File: src/rtl/plus4_mem_ctrl.sv
// rtl/plus4_mem_ctrl.sv - Plus/4 CPU-side address decode, ROM banking, overlay flag and read capture
module plus4_mem_ctrl #(
  parameter int RAMSIZE = 64
) (
  input  logic        clk,
  input  logic        reset,
  input  logic        cycle_end,
  input  logic        aec,
  input  logic [15:0] cpu_address,
  input  logic        cpu_rw,
  input  logic [7:0]  cpu_data_out,
  output logic [7:0]  cpu_data_in,
  output logic [15:0] ram_addr,
  output logic [7:0]  ram_wdata,
  output logic        ram_we,
  input  logic [7:0]  ram_rdata,
  output logic [15:0] rom_addr,
  output logic        rom_cs,
  input  logic [7:0]  rom_rdata,
  output logic        ted_cs,
  input  logic [7:0]  ted_data,
  output logic        io_cs,
  input  logic [7:0]  io_data
);

  logic [3:0] rom_bank_q, rom_bank_d;
  logic       rom_on_q, rom_on_d;
  logic [7:0] cpu_data_in_q, cpu_data_in_d;

  logic       ted_hit;
  logic       io_hit;
  logic       rom_hit;
  logic       kernal_win;
  logic [1:0] bank_sel;
  logic       bus_wr;
  logic       bus_rd;

  // Region decode: TED and I/O windows shadow ROM; ROM only when the overlay is on
  always_comb begin
    ted_hit    = (cpu_address[15:6] == 10'h3FC);
    io_hit     = (cpu_address[15:8] == 8'hFD) || (cpu_address[15:8] == 8'hFE);
    rom_hit    = cpu_address[15] & ~ted_hit & ~io_hit & rom_on_q;
    kernal_win = (cpu_address[15:8] == 8'hFC);
    if (kernal_win) begin
      bank_sel = 2'b00;
    end else if (cpu_address[14]) begin
      bank_sel = rom_bank_q[3:2];
    end else begin
      bank_sel = rom_bank_q[1:0];
    end
    // The ROM bus is 16 bits wide, so the half select takes bit 13's slot
    rom_addr = {bank_sel, cpu_address[14], cpu_address[12:0]};
    rom_cs   = rom_hit;
    ted_cs   = ted_hit;
    io_cs    = io_hit;
  end

  // RAM address masking mirrors smaller RAM sizes through the 64K map
  always_comb begin
    if (RAMSIZE == 16) begin
      ram_addr = {2'b00, cpu_address[13:0]};
    end else if (RAMSIZE == 32) begin
      ram_addr = {1'b0, cpu_address[14:0]};
    end else begin
      ram_addr = cpu_address;
    end
  end

  // Bus commit qualifiers and the write strobe; writes under ROM fall through to RAM
  always_comb begin
    bus_wr    = ~reset & cycle_end & aec & ~cpu_rw;
    bus_rd    = ~reset & cycle_end & aec & cpu_rw;
    ram_we    = bus_wr & ~ted_hit & ~io_hit;
    ram_wdata = cpu_data_out;
  end

  // Next state for the bank latch, overlay flag and read data register
  always_comb begin
    rom_bank_d    = rom_bank_q;
    rom_on_d      = rom_on_q;
    cpu_data_in_d = cpu_data_in_q;
    if (bus_wr) begin
      if (cpu_address[15:4] == 12'hFDD) begin
        rom_bank_d = cpu_address[3:0];
      end
      if (cpu_address == 16'hFF3E) begin
        rom_on_d = 1'b1;
      end
      if (cpu_address == 16'hFF3F) begin
        rom_on_d = 1'b0;
      end
    end
    if (bus_rd) begin
      if (ted_hit) begin
        cpu_data_in_d = ted_data;
      end else if (io_hit) begin
        cpu_data_in_d = io_data;
      end else if (rom_hit) begin
        cpu_data_in_d = rom_rdata;
      end else begin
        cpu_data_in_d = ram_rdata;
      end
    end
  end

  // State registers with synchronous reset taking priority over any pending commit
  always_ff @(posedge clk) begin
    if (reset) begin
      rom_bank_q    <= 4'h0;
      rom_on_q      <= 1'b1;
      cpu_data_in_q <= 8'hFF;
    end else begin
      rom_bank_q    <= rom_bank_d;
      rom_on_q      <= rom_on_d;
      cpu_data_in_q <= cpu_data_in_d;
    end
  end

  assign cpu_data_in = cpu_data_in_q;

endmodule

File: config.mk
export PLATFORM = sky130hd
export DESIGN_NAME = plus4_mem_ctrl
export DESIGN_NICKNAME = d
export VERILOG_FILES = /design/src/rtl/plus4_mem_ctrl.sv
export SDC_FILE = /design/constraint.sdc
export NUM_CORES = 1
export LEC_CHECK = 0
export CORE_ASPECT_RATIO = 1.25
export CORE_MARGIN = 3
export CORE_UTILIZATION = 31
export DETAILED_ROUTE_END_ITERATION = 16
export PLACE_DENSITY = 0.82
export SYNTH_ARGS = -nofsm -noshare
export SYNTH_HDL_FRONTEND = slang
export SYNTH_SLANG_ARGS = --single-unit
export TNS_END_PERCENT = 50
File: constraint.sdc
create_clock -name clk -period 2.4 [get_ports clk]
set_clock_uncertainty 0.2 [all_clocks]
set_input_delay 0.6 -clock clk [delete_from_list [all_inputs] [get_ports clk]]
set_output_delay 0.6 -clock clk [all_outputs]
set_load 0.03 [all_outputs]
### Word-level counts from Yosys, hierarchy flattened

Cells that the tools add are included.

* output and inout bits: 52
* word-level logic and storage cells: 34
* flip-flop bits (word level): 13
* input bits: 61

* reduce and logical (&&, ||, !) cells: 4
* equality and inequality tests: 7
* mux-type cells: 7
* bitwise operators: 13

Operators with widths (number)
* $eq 16x16->1 const B: 2
* $eq 8x8->1 const B: 3
* $mux 8: 3
* $eq 12x12->1 const B: 1
* $eq 10x10->1 const B: 1
* $and 1x1->1: 9
* $mux 2: 2
* $not 1->1: 4
* $reduce_and 2->1: 2
* $mux 1: 2
* $reduce_bool 2->1: 1
* $logic_or 1x1->1: 1

### Longest topological paths before layout

* depth in word-level cells: 8
* depth in mapped cells: 6
* gate-level depth less buffers: 5

### Worst setup path before layout

No wires, ideal clock.

* path kind: input-to-output
* start point: in cpu_address[9]
* end point: out ram_we
* stages: 4
* buffers on the path: 1
* arrival: 1.617 ns
* path slack: -0.017 ns
* cell sequence: clkbuf_2 and4bb_4 o211ai_1 and2_1

* longest elaborated chain between the ends: 4
* elaborated cells between the ends (all ways): 8

RTL lines
* start, declared: line 9 `input logic [15:0] cpu_address,`
* $eq 10x10->1 or $eq 8x8->1 (tied branches): line 40, 41
* $not 1->1 or $logic_or 1x1->1 (tied branches): line 73, 41
* $and 1x1->1 or $not 1->1 (tied branches): line 73 `ram_we = bus_wr & ~ted_hit & ~io_hit;`
* $and 1x1->1 (*): line 73
* end, declared: line 15 `output logic ram_we,`

Mark *: on every way between the ends. The rest lies on a longest branch, timed or not.

### Final worst setup path

* start point: in cpu_address[8]
* end point: out rom_cs

* longest elaborated chain between the ends: 5
* elaborated cells between the ends (all ways): 9

RTL lines
* $eq 10x10->1 or $eq 8x8->1 (tied branches): line 40, 41
* $not 1->1 or $logic_or 1x1->1 (tied branches): line 42, 41
* $and 1x1->1 or $not 1->1 (tied branches): line 42 `rom_hit = cpu_address[15] & ~ted_hit & ~io_hit & rom_on_q;`
* $and 1x1->1 (*) (2 in a row): line 42
* end, declared: line 18 `output logic rom_cs,`

Marks and branches as above.

==> out/metrics.yaml <==
worst_setup_path:
  cp-end-kind: "output port"
  crit_family: "buffers and inverters"
  r2r_end: "cpu_data_in[1]"
  cpPeakStageDelay_ns: 0.29
  path_max_fanout: 4
  cp_common_cell: "buf_6"
  ff2ff_setup_slack_ns: 1.03
  crit_required_ns: 1.60
  path_buf_inv: 3
  r2r-start: "rom_on_q"
  cp_data_arrival_time_ns: 1.57
  critical_path.cell_chain: "buf_8 > buf_6 > xor2_2 > o211ai_1 > and2_1 > buf_6"
  critPathKind: "in2out"
  crit_slowest_cell: "o211ai_1"
  cp-start-kind: "input port"
  reg2reg_depth: 5
routing:
  vias: 1495
  drtPass1Iterations: 4
  routed_wirelength_mm: 4.35
  antenna_left: 0
  drc: 0
  routedWlPerCell_um: 14.5
  drt_iter0_markers: 34
  vias_per_cell: 5.00
clock_network:
  htreeDepth: 1
  insertion_delay_ns: 0.24
  cts_sinks: 13
  cts_buffers: 3
  cts_buffer_depth: 2
  cts_tree: "built"
  cts_hold_buf: 0
  clock_tree.root_cell: "clkbuf_8"
  cts.clk_slew.worst_paths_ns: 0.06
synth:
  synth-seq-cells: 13
  synthCells: 155
  synth_seq_area_share_pct: 21.6
  yosysUniqueCellTypes: 39
  synth_nets: 216
  syn_area_mm2: 0.00120
  synth.top_cell.area_share_pct: 23.7
  yosys.area.top_type: "buf_4"
  synth_area_leaders: "buf_4 (24%), dfxtp_1 (22%), o21ai_0 (5.4%), a21oi_1 (4.2%), nand2_1 (4.1%)"
  synth-edff-count: 0
  async_flop_share_pct: 0
  avgSynthCellArea_um2: 7.77
  synth_flop_cell: "dfxtp_1"
  ys_warn_count: 0
die:
  die_h_um: 75.7
  initial_core_util_pct: 33.4
  io_pins: 113
  coreArea_mm2: 0.00360
  die_width_um: 61.7
  placementRows: 24
  dieArea_mm2: 0.00467
finish:
  ff_latch_area_um2: 260
  area_delta_synth_final_pct: 85.2
  multi_input_area_um2: 646
  final_util_pct: 61.9
  antenna_cells: 0
  drive_above_1_share_pct: 40.0
  fill_cells: 329
  layout.nets: 322
job:
  maxCapViolations: 0
global_route:
  grt_pass1_wl_mm: 6.50
  grt.overflow.total: 0
  track_usage_pct: 18.2
  grt_antenna_before_repair: 0
  grt_pass1_vias: 1454
  grt_max_degree: 13
status:
  status: "complete, no violations"
sta:
  fin_crit_ns: 2.37
  drv_slew: 0
  hold_viol_final: 0
  setup_viol: 0
  worstMarginPinSlew_ns: 0.313
  max_freq_mhz: 421
  rsz0062_at_grt: "yes"
  relSlewSlack_pct: 79.1
  finalCritPeriodShare_pct: 98.9
worst_hold_path:
  hp-start: "rom_bank_q[2]"
  hold_depth: 2
  hold_path_class: "reg2reg"
  hold_end: "rom_bank_q[2]"
placed_design:
  dp_hpwl_mm: 3.52
  portBuffers: 96
  place_congestion: 0.739
power_and_ir_drop:
  power_density_mw_per_mm2: 344
  finalPower_mw: 0.766
  peakVddDrop_mv: 0.218
  p_leak_nw: 0.991
registers in the layout (all words and copies together), names as in the netlist:
register and count:
cpu_data_in 8, rom_bank_q 4, rom_on_q 1
per-stage QoR:
stage	cells	setup slack (ns)	hold WS [ns]	area (um^2)	setup TNS (ns)
final	299	0.0264	0.289	2230	0
after global routing	299	-0.0803	0.316	2230	-0.141
after global placement	283	-0.778	0.260	2090	-4.58
after floorplan	155	-0.0137	0.249	1200	-0.0137
after CTS	295	-0.0410	0.285	2210	-0.0633
after detailed placement	283	-0.782	0.276	2090	-5.18
worst reg2reg max path: stages (launching register included):
cell,delay (ns)
dfxtp_1,0.35
and2_1,0.14
buf_4,0.16
nand2_1,0.06
o221a_2,0.24
o21ai_0,0.15
power breakdown:
part	leakage (nW)	switching [mW]	internal, mW
combinational	0.863	0.159	0.185
clock	0.0228	0.0786	0.117
sequential	0.106	0.00341	0.223
placed cells by master (no fill, tap or decap), types with 4 or more instances in the layout:
master / count
nand2_1: 13
buf_2: 4
dlygate4sd2_1: 5
o21ai_0: 13
nand2b_1: 4
a32o_1: 4
buf_4: 75
a21oi_1: 10
dfxtp_1: 13
buf_6: 6
o21a_1: 5
nand3_1: 5
o22ai_1: 4
clkbuf_2: 4
clkdlybuf4s50_1: 46
how the worst max path moves through the flow:
stage               startpoint      endpoint  slack [ns]  cells after the start
2_1_floorplan   cpu_address[9]        rom_cs       -0.01                      4
4_1_cts         cpu_address[9]        rom_cs       -0.04                      6
3_5_place_dp   cpu_address[14]  rom_addr[14]       -0.78                      6
3_3_place_gp   cpu_address[14]  rom_addr[15]       -0.78                      6
6_report        cpu_address[8]        rom_cs        0.03                      6
5_1_grt         cpu_address[8]        rom_cs       -0.08                      6
repair_timing:
item | in CTS | in global routing
setup endpoints to repair | 7 | 6
setup buffers | 8 | 5
pin swaps | 7 | 6
gates resized for setup | 53 | 12
layer usage:
| metal | GRT usage (%) | vias to the layer above | part of all wire [%] |
|---|---|---|---|
| met4 | 4.48 | 0 | 1.5 |
| li1 | - | 743 | - |
| met5 | 0 | - | 0 |
| met3 | 4.58 | 6 | 9.1 |
| met2 | 33.3 | 69 | 53 |
| met1 | 20.7 | 677 | 37 |
final cells by class:
class                      instances  share of cell area (%)
timing repair buffer             143                    54.5
multi-input combinational         96                    29.0
sequential                        13                    11.7
tap                               39                    2.19
clock buffer                       4                    2.02
inverter                           4                   0.673
cell families (layout without fill, tap and decap cells):
family,count (synthesis),in the layout,share of synthesized area [%]
xor+xnor,2,2,1.46
compound gates,48,48,26.2
simple gates,44,44,22.3
mux,2,2,1.66
buf+inv,46,151,26.7
flops,13,13,21.6
cells in the mapped netlist (all sizes together) (2+ instances only):
library cell  instances
a21oi                10
a31oi                 2
a32o                  4
and2                  5
buf                  39
clkbuf                2
dfxtp                13
inv                   4
mux2i                 2
nand2                13
nand2b                4
nand3                 6
nand4                 2
nand4b                2
nor2                  3
nor4                  2
o21a                  5
o21ai                14
o221ai                3
o22ai                 4
o32ai                 3
(Power assumes the default switching activity.)
